===== src/rtl/pipeline_pkg.sv =====
// Shared pipeline constants: opcode field layout, NOP encoding, two-word opcodes, fetch FSM encoding.
package pipeline_pkg;

    localparam int OPCODE_W   = 5;
    localparam int OPCODE_MSB = 15;
    localparam int OPCODE_LSB = 11;

    localparam logic [15:0] NOP_INSTR         = 16'h0000;
    localparam int unsigned RESET_VECTOR_ADDR = 0;

    localparam logic [OPCODE_W-1:0] OP_LDM = 5'b10110;
    localparam logic [OPCODE_W-1:0] OP_LDD = 5'b10111;
    localparam logic [OPCODE_W-1:0] OP_STD = 5'b11000;

    typedef enum logic [1:0] {
        VECTOR = 2'd0,
        FETCH  = 2'd1,
        IMM    = 2'd2
    } fetch_state_t;

    // Opcodes whose second memory word is an immediate operand.
    function automatic logic is_two_word(input logic [OPCODE_W-1:0] opcode);
        return (opcode == OP_LDM) || (opcode == OP_LDD) || (opcode == OP_STD);
    endfunction

endpackage


===== src/rtl/if_id_buffer.sv =====
// IF/ID pipeline register: flush (NOP, valid=0) beats load; neither means hold.
// Latency 1 cycle; holding on stall is the caller's choice of load=flush=0.
module if_id_buffer #(
    parameter int PC_WIDTH = 16
) (
    input  logic                clk,
    input  logic                reset,
    input  logic                load,
    input  logic                flush,
    input  logic [15:0]         next_instruction,
    input  logic [15:0]         next_immediate,
    input  logic [PC_WIDTH-1:0] next_pc,
    output logic [15:0]         instruction,
    output logic [15:0]         immediate,
    output logic [PC_WIDTH-1:0] pc_buf,
    output logic                valid
);
    import pipeline_pkg::*;

    always_ff @(posedge clk or negedge reset) begin
        if (!reset) begin
            instruction <= NOP_INSTR;
            immediate   <= '0;
            pc_buf      <= '0;
            valid       <= 1'b0;
        end else if (flush) begin
            instruction <= NOP_INSTR;
            immediate   <= '0;
            pc_buf      <= '0;
            valid       <= 1'b0;
        end else if (load) begin
            instruction <= next_instruction;
            immediate   <= next_immediate;
            pc_buf      <= next_pc;
            valid       <= 1'b1;
        end
    end

endmodule


===== src/rtl/fetching_stage.sv =====
// Instruction fetch: PC, reset-vector load, two-word assembly into IF/ID; 1-cycle latency.
// stall freezes PC/FSM/IF/ID; jump_occured overrides stall, redirects and flushes one slot.
module fetching_stage #(
    parameter int PC_WIDTH = 16
) (
    input  logic                clk,
    input  logic                reset,
    output logic [PC_WIDTH-1:0] imem_addr,
    input  logic [15:0]         imem_data,
    input  logic                stall,
    input  logic                jump_occured,
    input  logic [PC_WIDTH-1:0] jump_target,
    output logic [15:0]         instruction,
    output logic [15:0]         immediate,
    output logic [PC_WIDTH-1:0] pc_buf,
    output logic                valid
);
    import pipeline_pkg::*;

    fetch_state_t        state;
    logic [PC_WIDTH-1:0] pc;
    logic [PC_WIDTH-1:0] hold_pc;
    logic [15:0]         hold_reg;
    logic                two_word;

    logic                buf_load;
    logic                buf_flush;
    logic [15:0]         buf_instr;
    logic [15:0]         buf_imm;
    logic [PC_WIDTH-1:0] buf_pc;

    assign imem_addr = (state == VECTOR) ? PC_WIDTH'(RESET_VECTOR_ADDR) : pc;
    assign two_word  = is_two_word(imem_data[OPCODE_MSB:OPCODE_LSB]);

    always_comb begin
        buf_load  = 1'b0;
        buf_flush = 1'b0;
        buf_instr = imem_data;
        buf_imm   = '0;
        buf_pc    = pc;
        if (state == VECTOR || jump_occured) begin
            buf_flush = 1'b1;
        end else if (!stall) begin
            case (state)
                FETCH: begin
                    if (two_word) buf_flush = 1'b1;
                    else          buf_load  = 1'b1;
                end
                IMM: begin
                    buf_load  = 1'b1;
                    buf_instr = hold_reg;
                    buf_imm   = imem_data;
                    buf_pc    = hold_pc;
                end
                default: buf_flush = 1'b1;
            endcase
        end
    end

    always_ff @(posedge clk or negedge reset) begin
        if (!reset) begin
            state    <= VECTOR;
            pc       <= '0;
            hold_pc  <= '0;
            hold_reg <= NOP_INSTR;
        end else if (state == VECTOR) begin
            pc    <= PC_WIDTH'(imem_data);
            state <= FETCH;
        end else if (jump_occured) begin
            // Any half-assembled two-word instruction is abandoned.
            pc       <= jump_target;
            state    <= FETCH;
            hold_reg <= NOP_INSTR;
        end else if (!stall) begin
            case (state)
                FETCH: begin
                    pc <= pc + PC_WIDTH'(1);
                    if (two_word) begin
                        hold_reg <= imem_data;
                        hold_pc  <= pc;
                        state    <= IMM;
                    end
                end
                IMM: begin
                    pc    <= pc + PC_WIDTH'(1);
                    state <= FETCH;
                end
                default: state <= VECTOR;
            endcase
        end
    end

    if_id_buffer #(.PC_WIDTH(PC_WIDTH)) u_if_id (
        .clk              (clk),
        .reset            (reset),
        .load             (buf_load),
        .flush            (buf_flush),
        .next_instruction (buf_instr),
        .next_immediate   (buf_imm),
        .next_pc          (buf_pc),
        .instruction      (instruction),
        .immediate        (immediate),
        .pc_buf           (pc_buf),
        .valid            (valid)
    );

endmodule


===== config.mk =====
export PLATFORM = sky130hd
export DESIGN_NAME = fetching_stage
export DESIGN_NICKNAME = d
export VERILOG_FILES = /design/src/rtl/pipeline_pkg.sv /design/src/rtl/if_id_buffer.sv /design/src/rtl/fetching_stage.sv
export SDC_FILE = /design/constraint.sdc
export NUM_CORES = 1
export LEC_CHECK = 0
export ABC_AREA = 1
export CAP_MARGIN = 20
export CORE_MARGIN = 2
export CORE_UTILIZATION = 23
export CTS_CLUSTER_SIZE = 14
export DETAILED_ROUTE_END_ITERATION = 8
export PLACE_DENSITY_LB_ADDON = 0.1
export SYNTH_ARGS = -nofsm -noshare
export SYNTH_HDL_FRONTEND = slang
export SYNTH_HIERARCHICAL = 1
export SYNTH_SLANG_ARGS = --single-unit

===== constraint.sdc =====
create_clock -name clk -period 3.1 [get_ports clk]
set_clock_uncertainty 0.1 [all_clocks]
set_input_delay 0.62 -clock clk [delete_from_list [all_inputs] [get_ports clk]]
set_output_delay 0.62 -clock clk [all_outputs]
set_load 0.02 [all_outputs]

Yosys cells after proc, flatten, opt, wreduce, memory -nomap -nowiden
Cells that the tools add are included.
- bits in registers: 99
- bits in latches: 0
- bits in writable memories: 0
- bits in read-only memories: 0
- bits of input ports: 36
- logic and storage cells: 72
- memories kept: 0
- add/sub/neg operators: 1
- multiply operators: 0
- divide/modulo/power cells: 0
- $lt $le $gt $ge: 0
- equality and inequality tests: 8
- shift-type cells: 0
- muxes and demuxes: 39
- bitwise operators: 3
- reduce and logical (&&, ||, !) cells: 13
- operators by type and width (cell ; count):
    16-bit two-way mux ; 24
    16-bit by 1-bit adder with 16-bit output, second input constant ; 1
    5-bit equality test, second input constant ; 3
    1-bit two-way mux ; 8
    2-bit two-way mux ; 4
    2-bit nonzero test ; 3
    5-bit AND reduction ; 1
    4-bit != test, second input constant ; 1
    1-bit case mux with 2 select lines ; 2
    2-bit case mux with 2 select lines ; 1
    2-bit AND reduction ; 2
    4-bit AND reduction ; 1
    1-bit logical OR ; 3
    3-bit by 1-bit != test with 1-bit output, second input constant ; 1
    1-bit NOT ; 3
    3-bit nonzero test ; 1
    2-bit by 1-bit equality test with 1-bit output, second input constant ; 1
    2-bit equality test, second input constant ; 1
    2-bit zero test ; 1
    2-bit by 1-bit != test with 1-bit output, second input constant ; 1
    2-bit OR reduction ; 1

Depth between registers and ports, before layout
- word-level depth: 9
- mapped depth: 14
- depth with buffers taken out: 12

Modules after synthesis
The synthesis kept the hierarchy.
- modules (own cells, without submodules) (module ; instances ; cells each ; area each (um^2)):
    fetching_stage ; 1 ; 482 ; 3387.0
    if_id_buffer ; 1 ; 213 ; 1970.6

Least setup slack after synthesis
No wires, ideal clock.
- kind: register to output
- from: register state[0]
- to: output port imem_addr[10]
- arrival time: 1484 ps
- path slack: 896 ps
- cell stages (with the launch flop): 7
- cell sequence: dfrtp_1 inv_1 ha_1 buf_2 buf_2 buf_2 nor2_1
- longest elaborated chain between the ends: 2
- RTL lines (what ; line ; RTL):
    start, declared ; fetching_stage.sv:20 ; fetch_state_t state;
    start signal, assigned ; fetching_stage.sv:62 ; state <= VECTOR;
    start signal, assigned ; fetching_stage.sv:68 ; state <= FETCH;
    start signal, assigned ; fetching_stage.sv:72 ; state <= FETCH;
    2-bit zero test ; fetching_stage.sv:32 ; assign imem_addr = (state == VECTOR) ? PC_WIDTH'(RESET_VECTOR_ADDR) : pc;
    16-bit two-way mux ; fetching_stage.sv:32 ;
    end, declared ; fetching_stage.sv:8 ; output logic [PC_WIDTH-1:0] imem_addr,
No other way between the ends.

Worst setup path after layout
- from: register state[0]
- to: output port imem_addr[14]
The elaborated chain is that of the path after synthesis.

==> flow_summary.ini <==
[die]
die_h_um = 157
start_util_pct = 23.5
die_area_um2 = 24500
core_area_um2 = 22800
ios = 101
fp.dieW_um = 157
num_rows = 55

[setup_path]
startpoint_type = flip-flop
r2r_cells = 9
crit_arrival_ps = 2180
r2r-start = state[0]$_DFFE_PN0P_
required_ps = 2380
path_cells = inv_1 -> ha_2 -> nor2_1 -> clkdlybuf4s50_1
cpLargestDelayFamily = buffers and inverters
path_buf_inv = 2
cp_max_fo = 25
rrSetupSlack_ps = 570
critPathMaxStageDelay_ps = 580
crit_path_end_kind = output pin
worstSetupPathType = reg2out
r2r_end = pc[0]$_DFFE_PN0P_
slowest_stage = clkdlybuf4s50_1

[layout]
diodes = 0
final_util_pct = 30.2
area_growth_pct = 28.4
nets = 821
drive_gt1_share_pct = 8.54

[clock_tree]
clock_sinks = 99
cts-root-buf = clkbuf_16
cts_max_level = 3
cts_resized = 0
cts_buffers = 9
cts_setup_buffers = 0
clockBufferDepth = 2
ctsHoldBuffers = 0
clk_pin_slew_worst_paths_ps = 70
cts_tree = done
insertion_delay_ps = 350

[timing]
rsz0062_at_grt = false
finalSetupTns_ps = 0
setup_viol = 0
min_period_ps = 2900
clock.fmax_ghz = 0.345
slew_viol_final = 0
fin_crit_sh_pct = 93.6
worst_slack_ps = 199
hold_viol_final = 0
worstMarginPinSlew_ps = 709
slew_headroom_pct = 52.8
fin_hold_ws_ps = 210

[logic_synthesis]
seq_area_frac_synth_pct = 46.2
ys_types = 33
synthTopCellsByArea = dfrtp_1, nand2_1, nor2_1, nand3_1, a21oi_1
yosys_warnings = 6
syn-instance-count = 695
yosysTopAreaCell = dfrtp_1
yosysTopAreaCellShare_pct = 46.2
synth.avg_cell_area_um2 = 7.71
syn-num-nets = 736
synth-seq-cells = 99
syn_area_um2 = 5360

[drt]
vias = 4703
vias_per_cell = 4.28
wirelength_um = 16600
route.detailed.drc = 0
routedWlPerCell_um = 15.1
dr.pass1.iters = 4
drt_iter0_markers = 216
antenna_left = 0

[grt]
busiest_layer = met2
gr-usage-met3_pct = 2.71
met1_usage_pct = 20.4
met2_usage_pct = 21.8
overflow = 0
antenna_found_initial = 0
grt_usage_pct = 14.1
grt_pass1_wl_um = 26800
grt_pass1_vias = 4664
grt_max_degree = 51

[power_and_ir_drop]
ir_drop_mv = 0.362
leakagePower_nw = 3.36
p_per_area_nw_per_um2 = 773

[placement]
hpwl_um = 12200
place_congestion = 0.807
io_buffers = 100
place_ws_ps = 212

[flow_run]
maxCapViolCount = 0

[run_status]
status = finished, final reports clean

[min_path]
hold_path_class = in2async
-- layout make-up --
cell class / count / area [µm²]
timing repair buffer: 116 / 1140
sequential: 99 / 2480
multi-input combinational: 509 / 2380
inverter: 45 / 171
clock inverter: 6 / 88.8
clock buffer: 10 / 229
tap: 313 / 392
fill: 2468 / 15900
-- per-stage QoR --
step	total power [mW]	instance area, µm²	instances
final	5.32	6880	1098
after global placement	4.13	6560	1082
after global routing	5.75	6880	1098
after detailed placement	4.13	6560	1082
after floorplan	3.36	5360	695
after CTS	5.40	6880	1098
-- cell usage after synthesis (all sizes together) --
cell    count
nand4       5
xor2        5
buf        40
xnor2       1
a22oi       1
dfrtp      99
o21bai      1
nand2     201
ha          5
nand3b      1
o211ai      2
nand3      66
nor3        1
a21oi      61
nor2      108
clkbuf      2
inv        45
o21ai      51
-- power by group --
group	total [mW]	leakage (nW)	switching, mW	internal, mW
logic	2.21	1.89	1.41	0.809
registers	1.87	1.32	0.257	1.61
clock network	1.23	0.149	0.523	0.710
-- how the worst max path moves through the flow --
stage	start	end	slack, ps	cells past startpoint
3_3_place_gp	imem_data[12]	u_if_id/instruction[0]$_DFFE_PN0P_	240	14
3_5_place_dp	imem_data[11]	u_if_id/instruction[0]$_DFFE_PN0P_	210	14
4_1_cts	state[0]$_DFFE_PN0P_	imem_addr[14]	160	4
6_report	state[0]$_DFFE_PN0P_	imem_addr[14]	200	4
5_1_grt	state[0]$_DFFE_PN0P_	imem_addr[14]	60	4
2_1_floorplan	state[0]$_DFFE_PN0P_	imem_addr[10]	900	6
-- cell usage in the layout, fill, tap and decap left out, types with 2 or more instances in the layout --
master,netlist,layout
nor2_1,104,104
o21ai_0,24,24
clkdlybuf4s50_1,0,99
nand2_2,2,2
clkbuf_16,0,9
o211ai_1,2,2
dfrtp_1,99,99
ha_1,5,4
buf_12,0,2
inv_2,5,5
nor2_4,2,2
a21oi_2,2,2
nand4_1,5,5
buf_4,4,15
o21ai_1,10,10
o21ai_2,17,17
bufinv_16,0,2
xor2_1,5,5
nand2_1,198,198
a21oi_1,59,59
nand3_1,65,65
clkinvlp_4,0,2
inv_1,39,39
-- kinds of logic (layout without fill, tap and decap cells) --
family	after synthesis	after routing	share of synthesized area [%]
AOI/OAI and AO/OA	116	116	12.4
xor gates and xnor gates	6	6	0.981
adders and majority gates	5	5	1.17
buffers and inverters	87	177	9.53
DFF	99	99	46.2
and+or+nand+nor	382	382	29.7
-- per-layer routing --
layer  vias to the layer above  part of all wire [%]  wire, µm
li1                       2387                     -         -
met1                      2193                    49      8220
met2                       113                    45      7470
met3                        10                   4.6       758
met4                         0                   1.0       170
met5                         -                     0         0
Note: power is estimated with default switching activity, not from simulation.
